## src/rtl/pc_redirect_pkg.sv

```systemverilog
// Shared constants and state encoding for the fetch-PC redirect logic.
// Optional statistics counters are enabled with the BRANCH_STATS_EN macro.
package pc_redirect_pkg;

  localparam int DEFAULT_XLEN = 32;
  localparam int INST_BYTES   = 4;
  localparam int FCNT_W       = 3;

  typedef enum logic {
    PC_RUN   = 1'b0,
    PC_FLUSH = 1'b1
  } pc_state_e;

endpackage

```

## src/rtl/pc_redirect_branch_stats_counter.sv

```systemverilog
// Saturating event counter used for the optional branch statistics (BRANCH_STATS_EN).
module branch_stats_counter #(
  parameter int W = 32
) (
  input  logic         clk,
  input  logic         rst_n,
  input  logic         en_i,
  output logic [W-1:0] count_o
);

  logic [W-1:0] count_q;
  logic [W-1:0] count_d;

  // Sticks at all-ones rather than wrapping so overflow is visible.
  always_comb begin
    count_d = count_q;
    if (en_i && (count_q != '1)) begin
      count_d = count_q + W'(1);
    end
  end

  always_ff @(posedge clk or negedge rst_n) begin
    if (!rst_n) begin
      count_q <= '0;
    end else begin
      count_q <= count_d;
    end
  end

  assign count_o = count_q;

endmodule

```

## src/rtl/pc_redirect.sv

```systemverilog
// Fetch PC register: applies the Execute-stage branch decision, redirects and flushes.
// Define BRANCH_STATS_EN to add saturating branch total/taken counters.
module pc_redirect
  import pc_redirect_pkg::*;
#(
  parameter int                XLEN         = DEFAULT_XLEN,
  parameter int                FLUSH_CYCLES = 2,
  parameter logic [XLEN-1:0]   RESET_VECTOR = '0
) (
  input  logic            clk,
  input  logic            rst_n,
  input  logic            stall,
  input  logic            valid_de,
  input  logic            is_branch_de,
  input  logic            jump_state_pre,
  input  logic [XLEN-1:0] target_de,
`ifdef BRANCH_STATS_EN
  output logic [31:0]     br_total_cnt,
  output logic [31:0]     br_taken_cnt,
`endif
  output logic [XLEN-1:0] pc_if,
  output logic            redirect,
  output logic            flush,
  output logic            misalign
);

  pc_state_e         state_q, state_d;
  logic [XLEN-1:0]   pc_q, pc_d;
  logic [FCNT_W-1:0] fcnt_q, fcnt_d;
  logic              redirect_q, redirect_d;
  logic              misalign_q, misalign_d;
  logic              take;
  logic              aligned;

  // Case-equality keeps an X/Z comparator result from ever being treated as taken.
  assign take    = valid_de & is_branch_de & (jump_state_pre === 1'b1) & ~stall
                   & (state_q == PC_RUN);
  assign aligned = (target_de[1:0] == 2'b00);

  always_comb begin
    state_d    = state_q;
    pc_d       = pc_q;
    fcnt_d     = fcnt_q;
    redirect_d = 1'b0;
    misalign_d = 1'b0;
    if (!stall) begin
      case (state_q)
        PC_RUN: begin
          if (take && aligned) begin
            pc_d       = target_de;
            redirect_d = 1'b1;
            fcnt_d     = FCNT_W'(FLUSH_CYCLES - 1);
            state_d    = PC_FLUSH;
          end else if (take) begin
            misalign_d = 1'b1;
          end else begin
            pc_d = pc_q + XLEN'(INST_BYTES);
          end
        end
        PC_FLUSH: begin
          pc_d = pc_q + XLEN'(INST_BYTES);
          if (fcnt_q == '0) begin
            state_d = PC_RUN;
          end else begin
            fcnt_d = fcnt_q - FCNT_W'(1);
          end
        end
        default: state_d = PC_RUN;
      endcase
    end
  end

  always_ff @(posedge clk or negedge rst_n) begin
    if (!rst_n) begin
      state_q    <= PC_RUN;
      pc_q       <= RESET_VECTOR;
      fcnt_q     <= '0;
      redirect_q <= 1'b0;
      misalign_q <= 1'b0;
    end else begin
      state_q    <= state_d;
      pc_q       <= pc_d;
      fcnt_q     <= fcnt_d;
      redirect_q <= redirect_d;
      misalign_q <= misalign_d;
    end
  end

  assign pc_if    = pc_q;
  assign redirect = redirect_q;
  assign flush    = (state_q == PC_FLUSH);
  assign misalign = misalign_q;

`ifdef BRANCH_STATS_EN
  logic br_seen;
  assign br_seen = valid_de & is_branch_de & ~stall & (state_q == PC_RUN);

  branch_stats_counter #(.W(32)) u_total_cnt (
    .clk     (clk),
    .rst_n   (rst_n),
    .en_i    (br_seen),
    .count_o (br_total_cnt)
  );

  branch_stats_counter #(.W(32)) u_taken_cnt (
    .clk     (clk),
    .rst_n   (rst_n),
    .en_i    (take & aligned),
    .count_o (br_taken_cnt)
  );
`endif

endmodule

```

## config.mk

```make
export PLATFORM = sky130hd
export DESIGN_NAME = pc_redirect
export DESIGN_NICKNAME = d
export VERILOG_FILES = /design/src/rtl/pc_redirect_pkg.sv /design/src/rtl/pc_redirect_branch_stats_counter.sv /design/src/rtl/pc_redirect.sv
export SDC_FILE = /design/constraint.sdc
export NUM_CORES = 1
export LEC_CHECK = 0
export BUFFER_PORTS_ARGS = -buffer_cell sky130_fd_sc_hd__buf_2
export CORE_MARGIN = 2
export CORE_UTILIZATION = 51
export DETAILED_ROUTE_END_ITERATION = 12
export GPL_ROUTABILITY_DRIVEN = 0
export PLACE_DENSITY = 0.79
export SYNTH_ARGS = -nofsm -noshare
export SYNTH_HDL_FRONTEND = slang
export SYNTH_SLANG_ARGS = --single-unit
```

## constraint.sdc

```tcl
create_clock -name clk -period 2.15 [get_ports clk]
set_input_delay 0.1075 -clock clk [delete_from_list [all_inputs] [get_ports clk]]
set_output_delay 0.1075 -clock clk [all_outputs]
set_load 0.05 [all_outputs]
```

==> results.md, run 1 <==
- FF-to-FF setup slack: about 180 ps
- Worst setup path startpoint: pc_if[2]
- Crit-path cells: ha_1, and3_1, and4_1, nand4_1, or4_1, nand3_1
- Share of layout cells above drive strength 1: 0.301
- CTS sink count: 38
- Root buffer cell: clkbuf_8
- WL/cell: 16.3 um
- # fillers: 381
- Clock slew at reported path FFs: 80 ps
- Initial Util: 0.538
- FP Rows: 24
- Worst-case clock buffer depth: 2
- Final Instance Count excl. Fillers: 397
- R2r startpoint: pc_if[2]
- CP endpoint kind: flip-flop
- WP data arrival: 2210 ps
- Top routing layer in use: met4
- Most common cell after layout, fill and taps aside: buf_2
- Via density: 6.21
- Post-route setup TNS: 0 ps
- Area fraction of the dominant cell type after synthesis: 0.400
- Setup Buffers After CTS: 0
- Antenna violations before repair: 0
- LEAKAGE: 1.28 nW
- Type of the worst setup path: flip-flop to flip-flop
- Grt total ovfl: 0
- GRT Util Overall: 0.266
- Nets: just under 400
- Met3 Routed Length: between 500 and 600 um
- Hold Path Origin: target_de[13]
- TritonCTS Buffers: 5
- Yosys top cell by area: dfrtp_1
- Core footprint: approximately 4400 um^2
- DRT Pass-1 Iters: 6
- Number of global-route vias before repair: around 2,300
- Worst min path class: input port to flip-flop
- Area Overhead vs Synth: 21.3%
- Core Util, Final: 0.653
- Met1 Wirelength: roughly 2800 um
- Worst-Margin Slew: between 800 and 900 ps
- Post-synth EDFFs: 0
- Gate Count Post-Synth: 274
- Post-CTS sizing: 0
- Hold slack: 14.4 ps
- Startpoint Class: flip-flop
- Die Width: around 72 um
- Slew Viols, Final: 0
- Post-Place Cells: 388
- Post-Syn Nets: roughly 320
- Ant diodes: 0
- Ranking of synthesized cells by area: dfrtp_1 40%, nor2_1 4.6%, a31oi_1 3.7%
- Sequential area share after synthesis: 0.400
- Final setup violation count: 0
- I/O Buffers: 72
- Reg area: approximately 950 um^2
- Slowest stage delay, CP: ~420 ps
- Final period util: 0.914
- Relative slew slack: 0.421
- Hold-fix buffers, CTS: 1
- # IOs: 73
- Hold depth: 3
- Worst Setup EP: pc_if[24]
- Top FF cell, synth: dfrtp_1
- 1st-iter DRT viols: about 260
- Most frequent cells in the layout: 72 x buf_2, 38 x dfrtp_1, 29 x nor2_1
- Synth Cell Area: 2370 um^2
- DR WL met2: 3040 um
- Synth unique cells: 52
- Yosys reg bits: 38
- Unrepaired setup endpoints after global routing: no
- DR DRC count: 0
- First-pass GRT wire length: 10,800 um
- DIE AREA: 5220 um^2
- Setup Skew: 12.3 ps
- Reg2Reg Depth: 6
- Synth warn: 0
- Max_cap viols: 0
- Min Tclk post-route: 1970 ps
- Syn_area_per_cell: 8.67 um^2
- Outcome: complete, no violations
- FFs w/ async S/R, synth: 1.00
- Power density cells: 1100 nW/um^2
- R2r endpoint: pc_if[24]
- F_max: 0.509 GHz
- Detailed Route WL: 6490 um
- Via count: 2,465
- Maximum VDD drop: 677 uV
- Area used by multi-input combinational logic: 1280 um^2
- Worst Path Required: about 2400 ps
- Later-pin clock latency in the skew report: 300 ps
- Slowest CP cell: dfrtp_1
- Total Power: about 3.2 mW
- CP max FO: 8
- Largest net degree at the start of global routing: 39
- Hold Violations, Final: 0
- Die Span Y: between 70 and 80 um
- HPWL after detailed placement: 4720 um
- CTS tree: yes
- H-tree depth: 2
- ANT nets after route: 0
-- cell usage after synthesis, types with 2 or more instances --
| cell type | number |
|---|---|
| a22oi_1 | 4 |
| and4_1 | 4 |
| o211ai_1 | 3 |
| nand3_1 | 17 |
| a31oi_1 | 14 |
| o22ai_1 | 3 |
| buf_4 | 4 |
| o22a_1 | 10 |
| and2_1 | 4 |
| buf_6 | 2 |
| and3_1 | 9 |
| a21oi_2 | 2 |
| inv_1 | 5 |
| nor3_1 | 6 |
| o21ai_0 | 7 |
| o311ai_0 | 2 |
| o21a_1 | 4 |
| nor4_2 | 2 |
| dfrtp_1 | 38 |
| nor2_1 | 29 |
| or4_1 | 2 |
| a21oi_1 | 16 |
| clkbuf_1 | 8 |
| nand4_1 | 8 |
| o21ai_1 | 9 |
| ha_1 | 3 |
| a2bb2oi_1 | 5 |
| buf_2 | 8 |
| nand2_1 | 23 |
-- critical path: cells and delay by family, from the launching register on --
| kind | cells | cell delay, ps |
|---|---|---|
| DFF | 1 | 420 |
| adders and majority gates | 1 | 230 |
| and+or+nand+nor | 5 | 1250 |
-- registers in the layout, summed over array words and instances (netlist names) --
signal	flops
fcnt_q	3
flush	1
misalign	1
pc_if	32
redirect	1
-- kinds of logic after synthesis --
group,after synthesis,synth area share
simple gates,116,0.266
flops,38,0.400
fa+ha+maj,3,0.0158
buf+inv,28,0.0616
compound gates,89,0.256
-- layer usage --
layer / GRT usage / vias up
met3: 0.0500 / 15
met1: 0.358 / 1153
met4: 0.126 / 0
met5: 0 / -
li1: - / 1178
met2: 0.414 / 119
-- where the power goes --
part	switching (mW)	total, mW	internal [mW]
sequential	0.279	1.19	0.913
clock	0.263	0.522	0.259
combinational	1.03	1.47	0.436
-- stage by stage --
stage	setup WS [ps]	area, um^2
after floorplan	23.2	2370
final	184	2880
after global placement	251	2780
after global routing	4.43	2880
after detailed placement	209	2780
after CTS	191	2880
-- worst min-delay path by stage --
stage and to:
4_1_cts pc_if[13], 2_1_floorplan fcnt_q[0], 3_3_place_gp pc_if[27], 6_report pc_if[13]
5_1_grt pc_if[17], 3_5_place_dp pc_if[27]
-- area by class of cell --
| type | count | share of cell area |
|---|---|---|
| clock buffers | 7 | 0.0300 |
| multi-input cells | 208 | 0.443 |
| repair buffers | 85 | 0.164 |
| clock inverters | 1 | 0.00174 |
| flip-flops and latches | 38 | 0.330 |
| inverters | 6 | 0.00825 |
| well taps | 52 | 0.0226 |
Note: power is estimated with default switching activity, not from simulation.
==> inputs of run 2 (changes only) <==
CORE_UTILIZATION = 55   (was 51)
CTS_CLUSTER_SIZE = 14   (was unset)
PLACE_DENSITY = 0.85   (was 0.79)
clock period = 2.5 ns   (was 2.15 ns; I/O delays follow)
==> run 2 against run 1 <==
Against the previous run: wire length is 1.4% lower; clock power decreased by 19%; worst hold slack improved by 34 ps; setup slack improved by 210 ps; maximum frequency shrank 6.5%; sequential cell count is the same; global-route usage is 0.73 points higher; non-clock buffer count shrank 7; via count is 0.37% lower; critical endpoint is now pc_if[4]; largest power group unchanged; highest routed layer unchanged.
==> results.md, run 2 (synthesis results as in run 1) <==
- Post-Place Cells: 379
- Worst-case clock buffer depth: 2
- DR WL met2: 3150 um
- CTS sink count: 38
- GRT Util Overall: 0.273
- Ant diodes: 0
- HPWL after detailed placement: between 4000 and 5000 um
- Initial Util: 0.581
- Slowest stage delay, CP: 610 ps
- Nets: 378
- Maximum VDD drop: 618 uV
- # IOs: between 70 and 80
- Family with the most delay on the worst path: simple AND/OR/NAND/NOR gates
- Worst Path Required: 2680 ps
- Power density cells: between 900 and 1000 nW/um^2
- Setup Skew: 5.29 ps
- Via count: 2,456
- DIE AREA: 4860 um^2
- First-pass GRT wire length: 10,800 um
- Number of global-route vias before repair: 2,286
- Hold slack: 48.7 ps
- Met1 Wirelength: 2680 um
- DR DRC count: 0
- TritonCTS Buffers: 5
- Unrepaired setup endpoints after global routing: no
- Min Tclk post-route: 2100 ps
- Top routing layer in use: met4
- Root buffer cell: clkbuf_8
- FF-to-FF setup slack: ~400 ps
- Detailed Route WL: 6400 um
- Core footprint: 4090 um^2
- CP endpoint kind: flip-flop
- 1st-iter DRT viols: 267
- Slowest CP cell: and4b_1
- Area used by multi-input combinational logic: 1280 um^2
- Post-place instance area: ~2700 um^2
- Setup Buffers After CTS: 0
- Clock slew at reported path FFs: approximately 70 ps
- Worst min path class: input port to flip-flop
- LEAKAGE: 1.23 nW
- Relative slew slack: 0.426
- R2r startpoint: flush
- Design area: 2810 um^2
- ANT nets after route: 0
- Area Overhead vs Synth: 18.1%
- Max_cap viols: 0
- H-tree depth: 2
- Final setup violation count: 0
- Most common cell after layout, fill and taps aside: buf_2
- Final Instance Count excl. Fillers: 386
- Largest register FFs: 32
- Via density: 6.36
- Hold Violations, Final: 0
- Crit-path cells: and4b_1, nand2_1, nor2_1, a31oi_1, o22a_1
- Post-route setup TNS: 0 ps
- Hold Path End: pc_if[13]
- Startpoint Class: flip-flop
- Met3 Routed Length: 502 um
- Antenna violations before repair: 0
- Slew Viols, Final: 0
- Total Power: between 2 and 3 mW
- Die Width: 69.7 um
- WL/cell: 16.6 um
- Largest net degree at the start of global routing: 39
- Die Span Y: 69.7 um
- Outcome: complete, no violations
- Share of layout cells above drive strength 1: 0.286
- Hold Path Origin: target_de[13]
- # fillers: 343
- CTS tree: yes
- Buf/Inv on CP: 0
- CP max FO: 14
- Reg area: roughly 950 um^2
- R2r endpoint: pc_if[4]
- I/O Buffers: around 70
- Type of the worst setup path: flip-flop to flip-flop
- Reg2Reg Depth: 5
- Grt total ovfl: 0
- DRT Pass-1 Iters: 4
- F_max: 0.476 GHz
- Hold depth: 3
- Final period util: 0.841
- FP Rows: 23
- Later-pin clock latency in the skew report: 290 ps
- WP data arrival: approximately 2300 ps
- Worst-Margin Slew: 861 ps
- Most frequent cells in the layout: 72 x buf_2, 38 x dfrtp_1, 29 x nor2_1
## run 2: layout make-up
class,instances,share of cell area
clock buffers,6,0.0294
repair buffers,78,0.145
well taps,50,0.0223
flip-flops and latches,38,0.339
multi-input cells,208,0.455
inverters,6,0.00847
## run 2: routing by layer
layer,global-route usage,vias up
li1,-,1157
met1,0.370,1181
met2,0.436,112
met3,0.0596,6
met4,0.0919,0
met5,0,-
## run 2: how the worst max path moves through the flow
stage             start        end  slack [ps]  depth (start not counted)
6_report          flush   pc_if[4]         400                          5
5_1_grt           flush  pc_if[19]         200                          5
4_1_cts           flush   pc_if[4]         420                          5
3_5_place_dp      flush   pc_if[4]         420                          5
3_3_place_gp      flush  pc_if[14]         480                          5
2_1_floorplan  pc_if[2]  pc_if[26]         370                          6
## run 2: where the power goes
group / leakage [nW] / internal, mW / total (mW) / switching, mW
Combinational: 0.751 / 0.355 / 1.24 / 0.883
Sequential: 0.439 / 0.786 / 1.03 / 0.239
Clock: 0.0431 / 0.213 / 0.424 / 0.211
## run 2: worst register-to-register path, cell delays in order (launching register included)
cell and delay, ps:
dfrtp_1 430, and4b_1 610, nand2_1 400, nor2_1 250, a31oi_1 90, o22a_1 220
## run 2: metrics by stage
step / util / setup WS (ps)
2_1_floorplan: - / 373
3_3_place_gp: 0.664 / 479
3_5_place_dp: 0.664 / 424
4_1_cts: 0.686 / 420
5_1_grt: 0.686 / 199
6_report: 0.686 / 397
## run 2: timing repair
action | 4_1_cts | 5_1_grt
resized for setup | 0 | 0
endpoints found under the hold margin | 38 | 0
hold buffers | 1 | 0
